==> src/rtl/midi_pkg.sv <==
// Shared types and constants for the MIDI receive path.
package midi_pkg;

  // Receive deframer states.
  typedef enum logic [2:0] {
    StIdle,
    StStart,
    StData,
    StStop,
    StBreak
  } rx_state_e;

  localparam logic [7:0] MIDI_RT_MIN      = 8'hF8;
  localparam logic [7:0] MIDI_STATUS_MASK = 8'h80;

  // System real-time messages occupy the top of the status byte range.
  function automatic logic is_rt(input logic [7:0] b);
    return ((b & MIDI_STATUS_MASK) != 8'h00) && (b >= MIDI_RT_MIN);
  endfunction

endpackage

==> src/rtl/midi_sync_fifo.sv <==
// Single-clock first-word-fall-through FIFO with level/full/empty flags.
// Pointers carry one extra MSB so full and empty can be told apart.
module midi_sync_fifo #(
  parameter int unsigned WIDTH = 8,
  parameter int unsigned DEPTH = 16,
  localparam int unsigned AW   = $clog2(DEPTH)
) (
  input  logic             clk,
  input  logic             reset_n,
  input  logic             wr_en,
  input  logic [WIDTH-1:0] wr_data,
  input  logic             rd_en,
  output logic [WIDTH-1:0] rd_data,
  output logic             empty,
  output logic             full,
  output logic [AW:0]      level
);

  logic [WIDTH-1:0] mem_q [DEPTH];
  logic [AW:0]      wr_ptr_q, rd_ptr_q;
  logic             wr_ok, rd_ok;

  assign empty = (wr_ptr_q == rd_ptr_q);
  assign full  = (wr_ptr_q[AW] != rd_ptr_q[AW]) &&
                 (wr_ptr_q[AW-1:0] == rd_ptr_q[AW-1:0]);
  assign level = wr_ptr_q - rd_ptr_q;

  // A write into a full FIFO is only accepted when the head leaves in the same cycle.
  assign rd_ok = rd_en && !empty;
  assign wr_ok = wr_en && (!full || rd_ok);

  assign rd_data = empty ? '0 : mem_q[rd_ptr_q[AW-1:0]];

  // Pointer registers.
  always_ff @(posedge clk or negedge reset_n) begin
    if (!reset_n) begin
      wr_ptr_q <= '0;
      rd_ptr_q <= '0;
    end else begin
      if (wr_ok) wr_ptr_q <= wr_ptr_q + 1'b1;
      if (rd_ok) rd_ptr_q <= rd_ptr_q + 1'b1;
    end
  end

  // Storage array; contents are masked by empty so no reset is needed.
  always_ff @(posedge clk) begin
    if (wr_ok) mem_q[wr_ptr_q[AW-1:0]] <= wr_data;
  end

endmodule

==> src/rtl/midi_rx_buf.sv <==
// MIDI/UART serial receiver feeding an on-chip FIFO, with sticky error flags
// and a registered interrupt. Define MIDI_RX_RT_FILTER_EN to drop system
// real-time bytes (0xF8..0xFF) before they reach the FIFO.
module midi_rx_buf
  import midi_pkg::*;
#(
  parameter int unsigned DATA_BITS  = 8,
  parameter int unsigned OVERSAMPLE = 8,
  parameter int unsigned FIFO_DEPTH = 16,
  parameter int unsigned IRQ_THRESH = 1,
  localparam int unsigned LW = $clog2(FIFO_DEPTH) + 1
) (
  input  logic                 clk,
  input  logic                 reset_n,
  input  logic                 sample_en,
  input  logic                 midi_in,
  input  logic                 rd_en,
  input  logic                 err_clr,
  output logic [DATA_BITS-1:0] rd_data,
  output logic                 empty,
  output logic                 full,
  output logic [LW-1:0]        level,
  output logic                 busy,
  output logic                 ovr_err,
  output logic                 frm_err,
  output logic                 irq
);

  localparam int unsigned TW = $clog2(OVERSAMPLE);
  localparam int unsigned BW = $clog2(DATA_BITS + 1);
  localparam logic [TW-1:0] TickHalf = TW'(OVERSAMPLE / 2 - 1);
  localparam logic [TW-1:0] TickLast = TW'(OVERSAMPLE - 1);
  localparam logic [BW-1:0] BitLast  = BW'(DATA_BITS - 1);

  logic [1:0]           sync_q;
  logic                 rx_s;
  rx_state_e            state_q, state_d;
  logic [TW-1:0]        tick_q, tick_d;
  logic [BW-1:0]        bit_q, bit_d;
  logic [DATA_BITS-1:0] shift_q, shift_d;
  logic                 push, frm_set, rt_drop, push_ok, ovr_set;
  logic                 ovr_q, frm_q, irq_q;

  // Two-flop synchroniser; resets to the idle line level.
  always_ff @(posedge clk or negedge reset_n) begin
    if (!reset_n) sync_q <= 2'b11;
    else          sync_q <= {sync_q[0], midi_in};
  end
  assign rx_s = sync_q[1];

  // Deframer state registers.
  always_ff @(posedge clk or negedge reset_n) begin
    if (!reset_n) begin
      state_q <= StIdle;
      tick_q  <= '0;
      bit_q   <= '0;
      shift_q <= '0;
    end else begin
      state_q <= state_d;
      tick_q  <= tick_d;
      bit_q   <= bit_d;
      shift_q <= shift_d;
    end
  end

  // Deframer next state: advances only on sample ticks, samples each bit mid-way.
  always_comb begin
    state_d = state_q;
    tick_d  = tick_q;
    bit_d   = bit_q;
    shift_d = shift_q;
    push    = 1'b0;
    frm_set = 1'b0;
    if (sample_en) begin
      case (state_q)
        StIdle: begin
          if (!rx_s) begin
            state_d = StStart;
            tick_d  = '0;
          end
        end
        StStart: begin
          if (tick_q == TickHalf) begin
            tick_d  = '0;
            bit_d   = '0;
            state_d = rx_s ? StIdle : StData;
          end else begin
            tick_d = tick_q + 1'b1;
          end
        end
        StData: begin
          if (tick_q == TickLast) begin
            tick_d  = '0;
            shift_d = {rx_s, shift_q[DATA_BITS-1:1]};
            bit_d   = bit_q + 1'b1;
            if (bit_q == BitLast) state_d = StStop;
          end else begin
            tick_d = tick_q + 1'b1;
          end
        end
        StStop: begin
          if (tick_q == TickLast) begin
            tick_d = '0;
            if (rx_s) begin
              push    = 1'b1;
              state_d = StIdle;
            end else begin
              frm_set = 1'b1;
              state_d = StBreak;
            end
          end else begin
            tick_d = tick_q + 1'b1;
          end
        end
        StBreak: begin
          if (rx_s) state_d = StIdle;
        end
        default: state_d = StIdle;
      endcase
    end
  end

`ifdef MIDI_RX_RT_FILTER_EN
  logic [8:0] byte_ext;
  assign byte_ext = 9'(shift_q);
  assign rt_drop  = (DATA_BITS == 8) && is_rt(byte_ext[7:0]);
`else
  assign rt_drop = 1'b0;
`endif

  assign push_ok = push && !rt_drop;
  assign ovr_set = push_ok && full && !(rd_en && !empty);
  assign busy    = (state_q != StIdle);

  midi_sync_fifo #(
    .WIDTH (DATA_BITS),
    .DEPTH (FIFO_DEPTH)
  ) u_fifo (
    .clk     (clk),
    .reset_n (reset_n),
    .wr_en   (push_ok),
    .wr_data (shift_q),
    .rd_en   (rd_en),
    .rd_data (rd_data),
    .empty   (empty),
    .full    (full),
    .level   (level)
  );

  // Sticky error flags (set wins over clear) and registered interrupt.
  always_ff @(posedge clk or negedge reset_n) begin
    if (!reset_n) begin
      ovr_q <= 1'b0;
      frm_q <= 1'b0;
      irq_q <= 1'b0;
    end else begin
      if (ovr_set)      ovr_q <= 1'b1;
      else if (err_clr) ovr_q <= 1'b0;
      if (frm_set)      frm_q <= 1'b1;
      else if (err_clr) frm_q <= 1'b0;
      irq_q <= (level >= LW'(IRQ_THRESH)) | ovr_q | frm_q;
    end
  end

  assign ovr_err = ovr_q;
  assign frm_err = frm_q;
  assign irq     = irq_q;

endmodule
==> config.mk <==
export PLATFORM = sky130hd
export DESIGN_NAME = midi_rx_buf
export DESIGN_NICKNAME = d
export VERILOG_FILES = /design/src/rtl/midi_pkg.sv /design/src/rtl/midi_sync_fifo.sv /design/src/rtl/midi_rx_buf.sv
export SDC_FILE = /design/constraint.sdc
export NUM_CORES = 1
export LEC_CHECK = 0
export CAP_MARGIN = 15
export CORE_ASPECT_RATIO = 0.75
export CORE_UTILIZATION = 55
export CTS_BUF_LIST = sky130_fd_sc_hd__clkbuf_4 sky130_fd_sc_hd__clkbuf_8
export DETAILED_ROUTE_END_ITERATION = 6
export PLACE_DENSITY = 0.73
export SKIP_LAST_GASP = 1
export SLEW_MARGIN = 20
export SYNTH_ARGS = -nofsm -noshare
export SYNTH_HDL_FRONTEND = slang
export SYNTH_HIERARCHICAL = 1
export SYNTH_SLANG_ARGS = --single-unit
==> constraint.sdc <==
create_clock -name clk -period 7.3 [get_ports clk]
set_input_delay 1.095 -clock clk [delete_from_list [all_inputs] [get_ports clk]]
set_output_delay 1.095 -clock clk [all_outputs]
set_load 0.05 [all_outputs]
==> flow_summary.yaml <==
layout:
  final_nets: 441
  antennaDiodeCount: 0
  postLayoutCoreUtil: 0.621
  layout-drive-gt1-share: 0.199
  fillCellCount: 884
  syn2layout_area_growth_pct: 10.6
logic_synthesis:
  async_reset_ff_frac: 0.205
  synthFlopType: "edfxtp_1"
  syn_area_per_cell_um2: 17.7
  synth.most_common_cell: "edfxtp_1"
  ys_seq_elements: 161
  yosys-top-cells-count: "128 x edfxtp_1, 31 x dfrtp_1, 26 x mux4_2"
  synth_edf_count: 128
  synth_area_um2: 6890
  synth_compound_area_frac: 0.0390
  synth_top_family_by_area: "multiplexers"
  syn_nets: 411
  synth_xor_area_frac: 0.0153
  synthMuxAreaShare: 0.154
  synth-simple-area-share: 0.0574
  yosysUniqueCellTypes: 58
  synth_fa_ha_area_frac: 0.0283
  synth_seq_area_share: 0.678
  synth_area_leader_cell: "edfxtp_1"
  synth_area_leaders: "edfxtp_1 56%, dfrtp_1 11%, mux4_2 8.5%"
  synth_top_area_share: 0.558
  syn_inst: 390
  yosysWarnings: 6
setup_path:
  path_cells: "inv_2 > ha_1 > and4_1 > nand2_1 > o221ai_1 > a21oi_1 > clkdlybuf4s50_1"
  end_kind: "output port"
  path_max_fanout: 18
  crit_path_start_kind: "flip-flop"
  max_stage_delay_ns: 0.86
  crit_required_ns: 6.20
  ff2ff_path_depth: 6
  arrival_ns: 3.87
  criticalPathCategory: "flip-flop to output port"
  slowest_stage: "dfrtp_1"
timing:
  fmax_mhz: 202
  period_needed_ns: 4.96
  hold_violations: 0
  fin_crit_sh: 0.680
  rsz0062_at_grt: "false"
  finClkSkew_ns: 0.0136
  setup_tns_ns: 0
  report.final.slew_viol_count: 0
  setup_viol: 0
  max_slew_margin: 0.275
  worstMarginPinSlew_ns: 1.08
clocking:
  tritoncts: "done"
  postCtsHoldBufs: 0
  clkSinkCount: 161
  clk_pin_slew_ns: 0.08
  ctsResizeCount: 0
  cts_made_buffers: 17
  htreeDepth: 4
  cts_setup_buffers: 0
  cts_root_buf: "clkbuf_8"
  cts_buffer_depth: 2
  insertion_delay_ns: 0.44
power:
  p_total_mw: 2.65
  p_per_area_nw_per_um2: 348
  leakage_nw: 2.80
  max-vdd-ir-drop_v: 0.000526
die:
  chipHeight_um: 98.9
  die-area_um2: 13000
  fp.coreArea_um2: 12300
  die_x_um: 131
  start_util: 0.562
  ios: 25
  rows: 35
detailed_routing:
  drtIter0Drc: 299
  vias_per_cell: 6.09
  wl_um: 13200
  vias: 3647
  firstDrtPassIters: 5
  routedWlPerCell_um: 22.1
  ant_nets: 0
  drc: 0
grt:
  grt_use_total: 0.219
  grt_overflow_total: 0
  grt_max_degree: 36
  antenna_found_initial: 0
  grt_pass1_wl_um: 20300
  grt_pass1_vias: 3463
min_path:
  hold_path.class: "flip-flop to flip-flop"
  holdPathStages: 0
place:
  place_hpwl_um: 8490
  portBuffers: 24
  place.gp.congestion: 0.844
job:
  drv_cap: 0
outcome:
  status: "complete, no violations"
[final timing paths]
kind                                    start            endpoint  slack (ns)
setup / recovery           u_fifo/rd_ptr_q[3]          rd_data[6]        2.34
max in group asynchronous             reset_n           sync_q[0]        5.89
setup reg to reg           u_fifo/rd_ptr_q[3]  u_fifo/mem_q[5][7]        3.96
min in group asynchronous             reset_n          state_q[0]        1.07
hold reg to reg                     sync_q[0]           sync_q[1]        0.36
hold / removal                      sync_q[0]           sync_q[1]        0.36
[critical path: cells and delay by family (launching register included)]
kind / cells / cell delay, ns
adder cells (fa/ha/maj): 1 / 0.43
AND/OR/NAND/NOR: 2 / 0.60
AO/OA/AOI/OAI: 2 / 0.39
buffers and inverters: 2 / 1.15
flip-flops: 1 / 0.86
[layout by cell type (no fill, tap or decap), types with 3 or more instances in the layout]
cell / n
o21ai_1: 7
clkinv_4: 3
nand2_1: 10
clkdlybuf4s50_1: 24
o31ai_1: 3
inv_1: 19
clkbuf_8: 17
buf_4: 4
and3_1: 16
clkinvlp_4: 3
mux4_2: 26
mux2i_1: 11
clkinv_1: 4
nor2_1: 6
o21ai_0: 6
ha_1: 14
dfrtp_1: 31
mux2_2: 12
xnor2_1: 10
nand3_1: 4
mux4_1: 6
nand4_1: 3
a21oi_1: 11
mux2_4: 5
edfxtp_1: 128
[report_power, final]
group / leakage (nW) / total [mW] / internal (mW) / switching, mW
clock network: 0.174 / 0.590 / 0.275 / 0.315
logic: 0.997 / 0.970 / 0.391 / 0.579
registers: 1.63 / 1.09 / 1.02 / 0.0745
total: 2.80 / 2.65 / 1.68 / 0.968
[area by class of cell]
| type | count | area [µm²] | share of cell area |
|---|---|---|---|
| flip-flops and latches | 161 | 4670 | 0.613 |
| clock buffers | 19 | 249 | 0.0327 |
| well taps | 166 | 208 | 0.0273 |
| clock inverters | 13 | 111 | 0.0146 |
| repair buffers | 28 | 270 | 0.0355 |
| inverters | 20 | 75.1 | 0.00985 |
| multi-input cells | 192 | 2030 | 0.267 |
[cell families (layout without fill, tap and decap cells)]
logic type / count (synthesis) / after routing
mux: 60 / 60
flops: 161 / 161
simple gates: 63 / 63
buf+inv: 37 / 80
compound gates: 42 / 42
fa+ha+maj: 15 / 15
xor+xnor: 12 / 12
[stage by stage]
step	worst slack (ns)	hold slack (ns)	area (µm²)	instances
after floorplan	3.40	0.345	6890	390
after global routing	2.15	0.368	7620	599
after detailed placement	2.84	0.351	7260	567
after CTS	2.32	0.363	7620	599
final	2.34	0.361	7620	599
after global placement	2.91	0.347	7260	567
[sequential cells by signal, indices dropped and copies added (netlist names)]
| signal | flops |
|---|---|
| state_q | 3 |
| shift_q | 8 |
| tick_q | 3 |
| ovr_err | 1 |
| frm_err | 1 |
| sync_q | 2 |
| bit_q | 4 |
| u_fifo/rd_ptr_q | 5 |
| u_fifo/mem_q | 128 |
| u_fifo/wr_ptr_q | 5 |
| irq | 1 |
[layer usage]
| metal | GRT usage | vias up | routed length (µm) |
|---|---|---|---|
| met4 | 0.0778 | 0 | 255 |
| li1 | - | 1599 | - |
| met5 | 0 | - | 0 |
| met2 | 0.305 | 141 | 5790 |
| met1 | 0.335 | 1883 | 6180 |
| met3 | 0.0561 | 24 | 1010 |
Power figures use the tool's default switching activity.
